<file path="src/rtl/auto_player.sv">
// Automated opponent: scans a board snapshot for win/block/centre/corner/edge,
// strobes one move into the chip and waits for the board to acknowledge it.
module auto_player #(
    parameter logic [1:0]  MY_MARK     = 2'b10,
    parameter logic [1:0]  OPP_MARK    = 2'b01,
    parameter logic [2:0]  TURN_STATE  = 3'd2,
    parameter int unsigned ACK_TIMEOUT = 16
) (
    input  logic        ph1,
    input  logic        reset,
    input  logic        enable,
    input  logic [17:0] gBoard,
    input  logic [2:0]  gameState,
    output logic [3:0]  playerInput,
    output logic        playerWrite,
    output logic        busy,
    output logic        moveErr
);

    localparam int unsigned CW = $clog2(ACK_TIMEOUT);
    // Fallback preference, first entry in the low nibble: centre, corners, edges.
    localparam logic [35:0] PICK_ORDER = {4'd7, 4'd5, 4'd3, 4'd1, 4'd8, 4'd6, 4'd2, 4'd0, 4'd4};

    typedef enum logic [2:0] {IDLE, SCAN_WIN, SCAN_BLOCK, PICK, ISSUE, WAIT_ACK} state_t;

    state_t        state, nextState;
    logic [17:0]   snapshot, nextSnapshot;
    logic [2:0]    line, nextLine;
    logic [3:0]    target, nextTarget;
    logic [CW-1:0] ackCount, nextAckCount;
    logic          nextErr;
    logic          turn;
    logic [3:0]    c0, c1, c2;
    logic [1:0]    scanMark;
    logic [4:0]    hit;
    logic          pickFound;
    logic [3:0]    pickCell;

    function automatic logic [1:0] cellOf(input logic [17:0] b, input logic [3:0] idx);
        cellOf = 2'b11;
        for (int unsigned i = 0; i < 9; i++)
            if (idx == 4'(i)) cellOf = b[2*i +: 2];
    endfunction

    // Returns {hit, emptyCell}; a cell equal to 00 can never equal a mark.
    function automatic logic [4:0] lineHit(input logic [1:0] a, input logic [1:0] b,
                                           input logic [1:0] c, input logic [3:0] ia,
                                           input logic [3:0] ib, input logic [3:0] ic,
                                           input logic [1:0] mark);
        lineHit = '0;
        if (a == mark && b == mark && c == 2'b00)      lineHit = {1'b1, ic};
        else if (a == mark && c == mark && b == 2'b00) lineHit = {1'b1, ib};
        else if (b == mark && c == mark && a == 2'b00) lineHit = {1'b1, ia};
    endfunction

    always_comb begin
        c0 = 4'd0; c1 = 4'd1; c2 = 4'd2;
        case (line)
            3'd0: begin c0 = 4'd0; c1 = 4'd1; c2 = 4'd2; end
            3'd1: begin c0 = 4'd3; c1 = 4'd4; c2 = 4'd5; end
            3'd2: begin c0 = 4'd6; c1 = 4'd7; c2 = 4'd8; end
            3'd3: begin c0 = 4'd0; c1 = 4'd3; c2 = 4'd6; end
            3'd4: begin c0 = 4'd1; c1 = 4'd4; c2 = 4'd7; end
            3'd5: begin c0 = 4'd2; c1 = 4'd5; c2 = 4'd8; end
            3'd6: begin c0 = 4'd0; c1 = 4'd4; c2 = 4'd8; end
            default: begin c0 = 4'd2; c1 = 4'd4; c2 = 4'd6; end
        endcase
    end

    always_comb begin
        pickFound = 1'b0;
        pickCell  = '0;
        for (int unsigned i = 0; i < 9; i++) begin
            if (!pickFound && cellOf(snapshot, PICK_ORDER[4*i +: 4]) == 2'b00) begin
                pickFound = 1'b1;
                pickCell  = PICK_ORDER[4*i +: 4];
            end
        end
    end

    always_comb begin
        turn     = enable && (gameState == TURN_STATE);
        scanMark = (state == SCAN_BLOCK) ? OPP_MARK : MY_MARK;
        hit      = lineHit(cellOf(snapshot, c0), cellOf(snapshot, c1), cellOf(snapshot, c2),
                           c0, c1, c2, scanMark);

        nextState    = state;
        nextSnapshot = snapshot;
        nextLine     = line;
        nextTarget   = target;
        nextAckCount = ackCount;
        nextErr      = 1'b0;

        case (state)
            IDLE: begin
                if (turn) begin
                    nextSnapshot = gBoard;
                    nextLine     = '0;
                    nextState    = SCAN_WIN;
                end
            end
            SCAN_WIN, SCAN_BLOCK: begin
                if (!turn) begin
                    nextState = IDLE;
                end else if (hit[4]) begin
                    nextTarget = hit[3:0];
                    nextState  = ISSUE;
                end else if (line == 3'd7) begin
                    nextLine  = '0;
                    nextState = (state == SCAN_WIN) ? SCAN_BLOCK : PICK;
                end else begin
                    nextLine = line + 3'd1;
                end
            end
            PICK: begin
                if (turn && pickFound) begin
                    nextTarget = pickCell;
                    nextState  = ISSUE;
                end else begin
                    nextState = IDLE;
                end
            end
            ISSUE: begin
                nextAckCount = '0;
                nextState    = WAIT_ACK;
            end
            WAIT_ACK: begin
                if (cellOf(gBoard, target) != 2'b00 || gameState != TURN_STATE) begin
                    nextState = IDLE;
                end else if (ackCount == CW'(ACK_TIMEOUT - 1)) begin
                    nextErr   = 1'b1;
                    nextState = IDLE;
                end else begin
                    nextAckCount = ackCount + CW'(1);
                end
            end
            default: nextState = IDLE;
        endcase
    end

    always_ff @(posedge ph1) begin
        if (reset) begin
            state       <= IDLE;
            snapshot    <= '0;
            line        <= '0;
            target      <= '0;
            ackCount    <= '0;
            playerInput <= '0;
            playerWrite <= 1'b0;
            busy        <= 1'b0;
            moveErr     <= 1'b0;
        end else begin
            state       <= nextState;
            snapshot    <= nextSnapshot;
            line        <= nextLine;
            target      <= nextTarget;
            ackCount    <= nextAckCount;
            playerWrite <= (state == ISSUE);
            if (state == ISSUE) playerInput <= target;
            busy        <= (state != IDLE);
            moveErr     <= nextErr;
        end
    end

endmodule

</file>
<file path="config.mk">
export PLATFORM = sky130hd
export DESIGN_NAME = auto_player
export DESIGN_NICKNAME = d
export VERILOG_FILES = /design/src/rtl/auto_player.sv
export SDC_FILE = /design/constraint.sdc
export NUM_CORES = 1
export LEC_CHECK = 0
export ABC_AREA = 1
export CAP_MARGIN = 20
export CORE_MARGIN = 8
export CORE_UTILIZATION = 50
export CTS_CLUSTER_DIAMETER = 50
export CTS_CLUSTER_SIZE = 24
export DETAILED_ROUTE_END_ITERATION = 10
export GPL_ROUTABILITY_DRIVEN = 1
export HOLD_SLACK_MARGIN = 0.12
export PLACE_DENSITY_LB_ADDON = 0.1
export SLEW_MARGIN = 20
export SYNTH_ARGS = -nofsm -noshare
export SYNTH_HDL_FRONTEND = slang
export SYNTH_SLANG_ARGS = --single-unit
</file>
<file path="constraint.sdc">
create_clock -name ph1 -period 2.7 [get_ports ph1]
set_input_delay 0.405 -clock ph1 [delete_from_list [all_inputs] [get_ports ph1]]
set_output_delay 0.405 -clock ph1 [all_outputs]
set_load 0.01 [all_outputs]
</file>
**Word-level counts from Yosys, hierarchy flattened**

Cells that the tools add are included.

- Add/sub/neg operators: 2
- Equal/unequal tests: 59
- Multiplexer cells: 84
- Bitwise gates (word level): 1
- Reduce and logical (&&, ||, !) cells: 57

Operator list:

| kind | number |
|---|---|
| $mux W2 | 38 |
| $eq A4 B3 Y1 const B | 16 |
| $mux W4 | 13 |
| $mux W3 | 12 |
| $eq A4 B2 Y1 const B | 8 |
| $logic_not A2 Y1 | 12 |
| $pmux W3 S4 | 2 |
| $eq A4 B4 Y1 const B | 5 |
| $eq A3 B3 Y1 const B | 6 |
| $eq A4 B1 Y1 const B | 4 |
| $logic_and A1 B1 Y1 | 16 |
| $logic_not A4 Y1 | 4 |
| $pmux W4 S2 | 2 |
| $pmux W4 S4 | 1 |
| $eq A3 B2 Y1 const B | 5 |
| $mux W5 | 3 |
| $pmux W3 S5 | 1 |
| $ne A2 B2 Y1 const B | 7 |
| $mux W1 | 11 |
| $reduce_or A3 Y1 | 3 |
| $logic_not A1 Y1 | 8 |
| $reduce_and A4 Y1 | 2 |
| $reduce_bool A2 Y1 | 4 |
| $eq A2 B2 Y1 | 3 |
| 14 further kinds | 17 |

- Register bits: 39
- Input port bits: 24
- Logic and storage cells: 212

**Logic depth before layout (Yosys ltp)**

Gate-level depths: netlist (run 1).

- Word-level depth: 29
- Depth in mapped cells: 18
- Depth with buffers taken out: 18

**Worst setup path after synthesis (run 1)**

No wires, ideal clock.

- Path type: register to register
- Start: reg line[1]
- End: reg target[1]
- Arrival time: 2.153 ns
- Required time: 2.567 ns
- Slack: 0.414 ns
- Stages on the path, launching flop included: 17
- Buffers on the path: 0
- Period minus slack after synthesis: 2.286 ns
- Cells stage by stage: dfxtp_1 -> inv_1 -> ha_1 -> nor2_1 -> nor2_4 -> nand4_1 -> nand2_1 -> nor2_1 -> nand4_1 -> nand3_2 -> nor2_2 -> o21ai_2 -> nand3_2 -> nand2_4 -> clkinv_2 -> nand3_2 -> a21oi_2

- Cells in the longest elaborated chain, start to end: 22
- Elaborated cells on any way between the ends: 86

RTL lines:

| what | line | source |
|---|---|---|
| start, declared | 28 | `logic [2:0] line, nextLine;` |
| start signal, assigned | 155 | `line <= nextLine;` |
| $eq A3 B3 Y1 / $eq A3 B2 Y1 (equally long branches) | 58 | `case (line)` |
| $reduce_or A3 Y1 (no source line) | n/a |  |
| $pmux W4 S4 | 58 |  |
| $logic_not A4 Y1 | 42 | `if (idx == 4'(i)) cellOf = b[2*i +: 2];` |
| $mux W2 (9 in series) | 42 |  |
| $eq A2 B2 Y1 | 52, 53 |  |
| $logic_and A1 B1 Y1 (2 in series) | 53 | `else if (b == mark && c == mark && a == 2'b00) lineHit = {1'b1, ia};` |
| $mux W5 | 53 |  |
| $mux W5 | 52 | `else if (a == mark && c == mark && b == 2'b00) lineHit = {1'b1, ib};` |
| $mux W5 * | 51 | `if (a == mark && b == mark && c == 2'b00) lineHit = {1'b1, ic};` |
| $mux W4 | 105 | `end else if (hit[4]) begin` |
| $mux W4 | 103 | `if (!turn) begin` |
| $pmux W4 S2 | 94 | `case (state)` |
| end signal, assigned | 156 | `target <= nextTarget;` |
| end, declared | 29 | `logic [3:0] target, nextTarget;` |

Every way passes the cells marked *; elsewhere a longest branch is shown, timed or not. The select of a mux whose other input is x is not followed.
A chain may end at the register's enable or synchronous reset.

**Worst setup path after layout (run 1)**

- Start: reg line[1]
- End: reg target[2]

The elaborated chain is that of the path after synthesis.

==> results.sh, run 1 <==
export IMPL_holdWs_ns=0.486
export IMPL_drc=0
export IMPL_synthXorXnorAreaFrac=0
export IMPL_ys_seq_area_frac=0.290
export IMPL_gp_congestion=1.00
export IMPL_critPathTopFamily="simple AND/OR/NAND/NOR gates"
export IMPL_netlist_instances=418
export IMPL_die_area_mm2=0.00800
export IMPL_placementRows=26
export IMPL_period_share=0.907
export IMPL_maxSlewHeadroom=0.717
export IMPL_critPathCaptureType="register"
export IMPL_grt_max_degree=36
export IMPL_finalHoldViolations=0
export IMPL_synth_common_cells="nand2_1, inv_1, nor2_1"
export IMPL_synth_most_common_cell="nand2_1"
export IMPL_hold_start="ackCount[1]"
export IMPL_fp_coreArea_mm2=0.00517
export IMPL_status="completed"
export IMPL_hold_depth=2
export IMPL_port_buffers=30
export IMPL_min_period_ns=2.45
export IMPL_firstDrtPassIters=5
export IMPL_muxShareOfSynthArea=0
export IMPL_critPathSlowestCell="dfxtp_1"
export IMPL_syn2layout_area_growth_pct=18.7
export IMPL_worst_r2r_setup_slack_ns=0.25
export IMPL_rr_worst_depth=17
export IMPL_nets=483
export IMPL_clk_latency_ns=0.30
export IMPL_grt_pass1_vias=2660
export IMPL_post_cts_buffers=0
export IMPL_cts_root_buf="clkbuf_8"
export IMPL_ys_types=33
export IMPL_io_pins=31
export IMPL_critical_path_class="reg -> reg"
export IMPL_min_path_type="reg -> reg"
export IMPL_critical_path_max_fanout=6
export IMPL_netlist_area_mm2=0.00270
export IMPL_p_leak_nw=1.33
export IMPL_cap_viol_max_count=0
export IMPL_dpl_hpwl_um=6140
export IMPL_synth_fa_ha_area_frac=0.0325
export IMPL_post_place_ws_ns=0.184
export IMPL_gr_total_overflow=0
export IMPL_timing_rr_start="line[1]"
export IMPL_finalClockSkew_ns=0.00788
export IMPL_r2r_end="target[2]"
export IMPL_yosysWarningCount=0
export IMPL_ant_nets=0
export IMPL_slowest_delay_ns=0.38
export IMPL_synth_edf_count=0
export IMPL_antenna_found_initial=0
export IMPL_yosysTopAreaCellShare=0.290
export IMPL_clock_path_buffers=2
export IMPL_min_to="ackCount[1]"
export IMPL_synth_simple_area_share=0.417
export IMPL_cts_tree="yes"
export IMPL_syn_area_per_cell_um2=6.45
export IMPL_crit_chain="inv_1 > ha_2 > nor2_1 > nor2_4 > nand4_1 > nand2_1 > nor2_1 > nand3_1 > nand2_2 > nand3_2 > nor2_2 > nand2_2 > nand3_2 > nand2_4 > clkinv_2 > nand3_2 > a21oi_2"
export IMPL_via_per_inst=5.59
export IMPL_setup_viol=0
export IMPL_p_per_area_mw_per_mm2=631
export IMPL_antennaDiodeCount=0
export IMPL_synth_area_leaders="dfxtp_1, nand2_1, nand3_1, inv_1, nor2_1"
export IMPL_cts_sinks=39
export IMPL_synth_compound_gate_area_share=0.158
export IMPL_cp_start_kind="register"
export IMPL_die_x_um=89.4
export IMPL_drt_iter0_markers=186
export IMPL_worstMarginPinSlew_ns=0.424
export IMPL_vias=2921
export IMPL_synth_nets=449
export IMPL_irDropWorstVdd_uv=320
export IMPL_crit_buf_inv=2
export IMPL_grt_pass1_wl_um=12400
export IMPL_finalMaxSlewViolations=0
export IMPL_synth_top_family_by_area="simple AND/OR/NAND/NOR gates"
export IMPL_grt_usage=0.200
export IMPL_drive_above_1_share=0.146
export IMPL_rsz0062_at_grt="false"
export IMPL_tns_ns=0
export IMPL_clk_pin_slew_worst_paths_ns=0.08
export IMPL_fp_dieH_um=89.4
export IMPL_fin_ws_ns=0.250
export IMPL_max_clock_freq_mhz=408
export IMPL_cp_data_required_time_ns=2.94
export IMPL_start_util=0.521
export IMPL_synth_largest_area_cell="dfxtp_1"
export IMPL_synth_async_sr_flop_share=0
export IMPL_synthFlopType="dfxtp_1"
export IMPL_synth_ff_latch_count=39
export IMPL_critPathArrivalTime_ns=2.69
export IMPL_wl_um=7650
export IMPL_cts_made_buffers=5
export IMPL_cpMostUsedCell="nand3_2"
export IMPL_nFillCells=486
export IMPL_post_drt_wl_per_cell_um=14.6
export IMPL_h_tree_depth=2
==> routing by layer <==
metal | GRT usage | share of wire | vias to the layer above
met2 | 0.313 | 0.45 | 121
met4 | 0.0846 | 0.024 | 0
met5 | 0 | 0 | -
met1 | 0.257 | 0.45 | 1323
li1 | - | - | 1460
met3 | 0.0432 | 0.069 | 17
==> cell type report <==
class / count / area [um^2] / share of cell area
Tap cell: 70 / 87.6 / 0.0274
Timing Repair Buffer: 36 / 345 / 0.108
Multi-Input combinational cell: 309 / 1650 / 0.514
Sequential cell: 39 / 782 / 0.244
Clock inverter: 1 / 7.51 / 0.00235
Clock buffer: 7 / 96.3 / 0.0301
Inverter: 61 / 235 / 0.0735
==> logic make-up (layout without fill, tap and decap cells) <==
| family | after synthesis | after routing |
|---|---|---|
| flops | 39 | 39 |
| fa+ha+maj | 7 | 7 |
| buf+inv | 70 | 105 |
| simple gates | 224 | 224 |
| compound gates | 78 | 78 |
==> layout by cell type (no fill, tap or decap), drive strengths merged <==
cell type	n
nand2	79
inv	60
nor2	59
nand3	52
dfxtp	39
o21ai	39
clkdlybuf4s50	30
a21oi	30
nand4	20
nor3	9
clkbuf	7
ha	7
buf	6
o22ai	3
or2	2
a211oi	2
o2111ai	2
nand2b	1
nor3b	1
o21bai	1
clkinv	1
nand3b	1
o211ai	1
clkinvlp	1
==> metrics by stage <==
| stage | instance area (um^2) | utilization | total power [mW] | instances |
|---|---|---|---|---|
| 6_report | 3200 | 0.619 | 2.02 | 523 |
| 5_1_grt | 3200 | 0.619 | 2.16 | 523 |
| 4_1_cts | 3190 | 0.617 | 2.01 | 523 |
| 3_5_place_dp | 3090 | 0.597 | 1.56 | 515 |
| 3_3_place_gp | 3090 | 0.597 | 1.56 | 515 |
| 2_1_floorplan | 2700 | - | 1.34 | 418 |
==> what timing repair did <==
item | in CTS | in global routing
setup endpoints to repair | 0 | 9
resized for setup | 0 | 4
hold buffers | 0 | 0
==> report_power, final <==
| part | total [mW] | switching, mW | internal [mW] |
|---|---|---|---|
| clock network | 0.446 | 0.213 | 0.233 |
| logic | 0.913 | 0.608 | 0.305 |
| registers | 0.662 | 0.0408 | 0.621 |
| total | 2.02 | 0.862 | 1.16 |
==> flip-flops by register name (all words and copies together) (netlist names) <==
signal	flops
target	4
snapshot	18
playerInput	4
state	3
moveErr	1
ackCount	4
playerWrite	1
busy	1
line	3
==> how the worst max path moves through the flow <==
stage / slack, ns / end / depth (start not counted) / from
3_5_place_dp: 0.18 / target[2] / 17 / line[0]
2_1_floorplan: 0.41 / target[1] / 16 / line[1]
5_1_grt: 0.03 / state[0] / 17 / line[1]
6_report: 0.25 / target[2] / 17 / line[1]
3_3_place_gp: 0.24 / target[3] / 15 / line[0]
4_1_cts: 0.17 / target[2] / 17 / line[0]
==> worst min-delay path, cell delays in order, from the launching register on <==
cell and delay, ns:
dfxtp_1 0.33, nand2_1 0.06, a21oi_1 0.05
No activity file was read; power rests on OpenSTA's default activity.
==> inputs of run 2 (changes only) <==
==> constraint.sdc (replaced) <==
create_clock -name ph1 -period 2.7 [get_ports ph1]
set_input_delay 0.27 -clock ph1 [delete_from_list [all_inputs] [get_ports ph1]]
set_output_delay 0.27 -clock ph1 [all_outputs]
set_load 0.01 [all_outputs]
==> run 2 against run 1 <==
  * Sequential share of layout area up 0.12 points
  * Register-to-register slack lost 0.02 ns
  * Core utilization shrank 0.31 points
  * Sequential cell count stayed put
  * Global-route usage up 0.95 points
  * Sequential power about the same
  * Largest cell class unchanged
  * Largest power group unchanged
==> results.sh, run 2 (synthesized netlist as in run 1, its figures left out) <==
export IMPL_io_pins=31
export IMPL_dpl_hpwl_um=6500
export IMPL_fp_dieH_um=89.4
export IMPL_cts_tree="yes"
export IMPL_clk_latency_ns=0.31
export IMPL_hold_depth=1
export IMPL_antennaDiodeCount=0
export IMPL_grt_pass1_wl_um=12800
export IMPL_largest_reg_flops=18
export IMPL_ctsHoldBuffers=0
export IMPL_syn2layout_area_growth_pct=18.1
export IMPL_placed_area_mm2=0.00308
export IMPL_clk_pin_slew_worst_paths_ns=0.09
export IMPL_ff_latch_area_um2=782
export IMPL_antenna_found_initial=0
export IMPL_status="completed"
export IMPL_post_drt_wl_per_cell_um=15.5
export IMPL_cp_start_kind="register"
export IMPL_critPathTopFamily="simple AND/OR/NAND/NOR gates"
export IMPL_rr_worst_depth=17
export IMPL_drt_iter0_markers=125
export IMPL_h_tree_depth=2
export IMPL_hold_start="ackCount[0]"
export IMPL_finalClockSkew_ns=0.0129
export IMPL_worstMarginPinSlew_ns=0.796
export IMPL_placementRows=26
export IMPL_cap_viol_max_count=0
export IMPL_critPathCaptureType="register"
export IMPL_vias=2917
export IMPL_period_share=0.915
export IMPL_fp_coreArea_mm2=0.00517
export IMPL_drc=0
export IMPL_clock_path_buffers=2
export IMPL_finalMaxSlewViolations=0
export IMPL_gr_total_overflow=0
export IMPL_grt_max_degree=36
export IMPL_timing_rr_start="line[1]"
export IMPL_regMostFlops="snapshot"
export IMPL_maxSlewHeadroom=0.469
export IMPL_ant_nets=0
export IMPL_drive_above_1_share=0.146
export IMPL_port_buffers=30
export IMPL_r2r_end="line[2]"
export IMPL_die_x_um=89.4
export IMPL_finalHoldViolations=0
export IMPL_grt_pass1_vias=2682
export IMPL_cts_sinks=39
export IMPL_critPathSlowestCell="dfxtp_1"
export IMPL_cts_made_buffers=5
export IMPL_min_period_ns=2.47
export IMPL_die_area_mm2=0.00800
export IMPL_cts_root_buf="clkbuf_8"
export IMPL_critical_path_max_fanout=7
export IMPL_nets=482
export IMPL_critical_path_class="reg -> reg"
export IMPL_crit_buf_inv=2
export IMPL_min_path_type="reg -> reg"
export IMPL_nFillCells=528
export IMPL_layout_cells_most_common="nand2_1"
export IMPL_layout_common_cells="nand2_1, inv_1, nor2_1"
export IMPL_via_per_inst=5.59
export IMPL_cp_data_required_time_ns=2.90
export IMPL_worst_r2r_setup_slack_ns=0.23
export IMPL_slowest_delay_ns=0.39
export IMPL_p_per_area_mw_per_mm2=630
export IMPL_critical_path_startpoint="line[1]"
export IMPL_max_clock_freq_mhz=405
export IMPL_p_leak_nw=1.31
export IMPL_wl_um=8070
export IMPL_setup_viol=0
export IMPL_multiInputGateArea_mm2=0.00165
export IMPL_critPathArrivalTime_ns=2.67
export IMPL_crit_chain="buf_4 > ha_2 > inv_2 > nand2_4 > nor2_2 > nand3_1 > nand2_1 > nor2_1 > nand4_1 > nand2_1 > nand2_2 > nor2_4 > o21ai_2 > nand3_2 > nand2_2 > o21ai_0 > nor2_1"
export IMPL_gp_congestion=0.968
export IMPL_stdcell_count=522
export IMPL_start_util=0.521
export IMPL_min_to="ackCount[0]"
export IMPL_firstDrtPassIters=4
export IMPL_dp_cells=514
export IMPL_irDropWorstVdd_uv=355
export IMPL_fin_area_mm2=0.00318
export IMPL_grt_usage=0.209
[run 2: changes by cell type in the layout (fill, tap and decap cells not counted)]
cell and change:
clkinvlp_4 +1, clkbuf_8 -2, nor2_1 -1, buf_4 -1
nor2_2 +1, inv_6 +1
[run 2: routing by layer]
layer | vias up | share of wire | track usage
met5 | - | 0 | 0
met4 | 0 | 0.020 | 0.0755
met3 | 17 | 0.054 | 0.0404
met2 | 88 | 0.47 | 0.337
met1 | 1362 | 0.45 | 0.270
li1 | 1450 | - | -
[run 2: final cells by class]
class | instances | share of cell area
Tap cell | 70 | 0.0275
Clock inverter | 3 | 0.00747
Sequential cell | 39 | 0.246
Timing Repair Buffer | 35 | 0.106
Clock buffer | 5 | 0.0216
Inverter | 61 | 0.0739
Multi-Input combinational cell | 309 | 0.518
[run 2: worst max-delay path by stage]
stage,end,slack [ns],cells past startpoint
after floorplan,target[1],0.41,16
after global placement,line[2],0.20,16
after detailed placement,line[2],0.18,16
after CTS,line[2],0.17,16
after global routing,line[2],-0.00004,17
final,line[2],0.23,17
[run 2: power by group]
group	switching, mW	leakage [nW]	internal (mW)
Combinational	0.620	0.958	0.305
Clock	0.234	0.0408	0.185
Sequential	0.0401	0.316	0.621
Total	0.894	1.31	1.11
[run 2: repair_timing]
| item | 4_1_cts | 5_1_grt |
|---|---|---|
| setup buffers | 0 | 0 |
| endpoints found under the setup margin | 0 | 10 |
| gates resized for setup | 0 | 5 |
[run 2: through the flow]
stage | setup slack (ns) | utilization | hold slack, ns | TNS, ns | power (mW)
2_1_floorplan | 0.414 | - | 0.437 | 0 | 1.34
3_3_place_gp | 0.196 | 0.596 | 0.464 | 0 | 1.58
3_5_place_dp | 0.178 | 0.596 | 0.469 | 0 | 1.58
4_1_cts | 0.166 | 0.613 | 0.486 | 0 | 1.99
5_1_grt | -0.0000380 | 0.616 | 0.515 | -0.0000380 | 2.14
6_report | 0.230 | 0.616 | 0.488 | 0 | 2.01
==> inputs of run 3 (changes only) <==
--- a/config.mk
+++ b/config.mk
@@ -15,6 +15,7 @@
 export GPL_ROUTABILITY_DRIVEN = 1
 export HOLD_SLACK_MARGIN = 0.12
 export PLACE_DENSITY_LB_ADDON = 0.1
+export SKIP_LAST_GASP = 1
 export SLEW_MARGIN = 20
 export SYNTH_ARGS = -nofsm -noshare
 export SYNTH_HDL_FRONTEND = slang
==> results of run 3 <==
Final layout, timing and power as in run 2 (identical DEF).
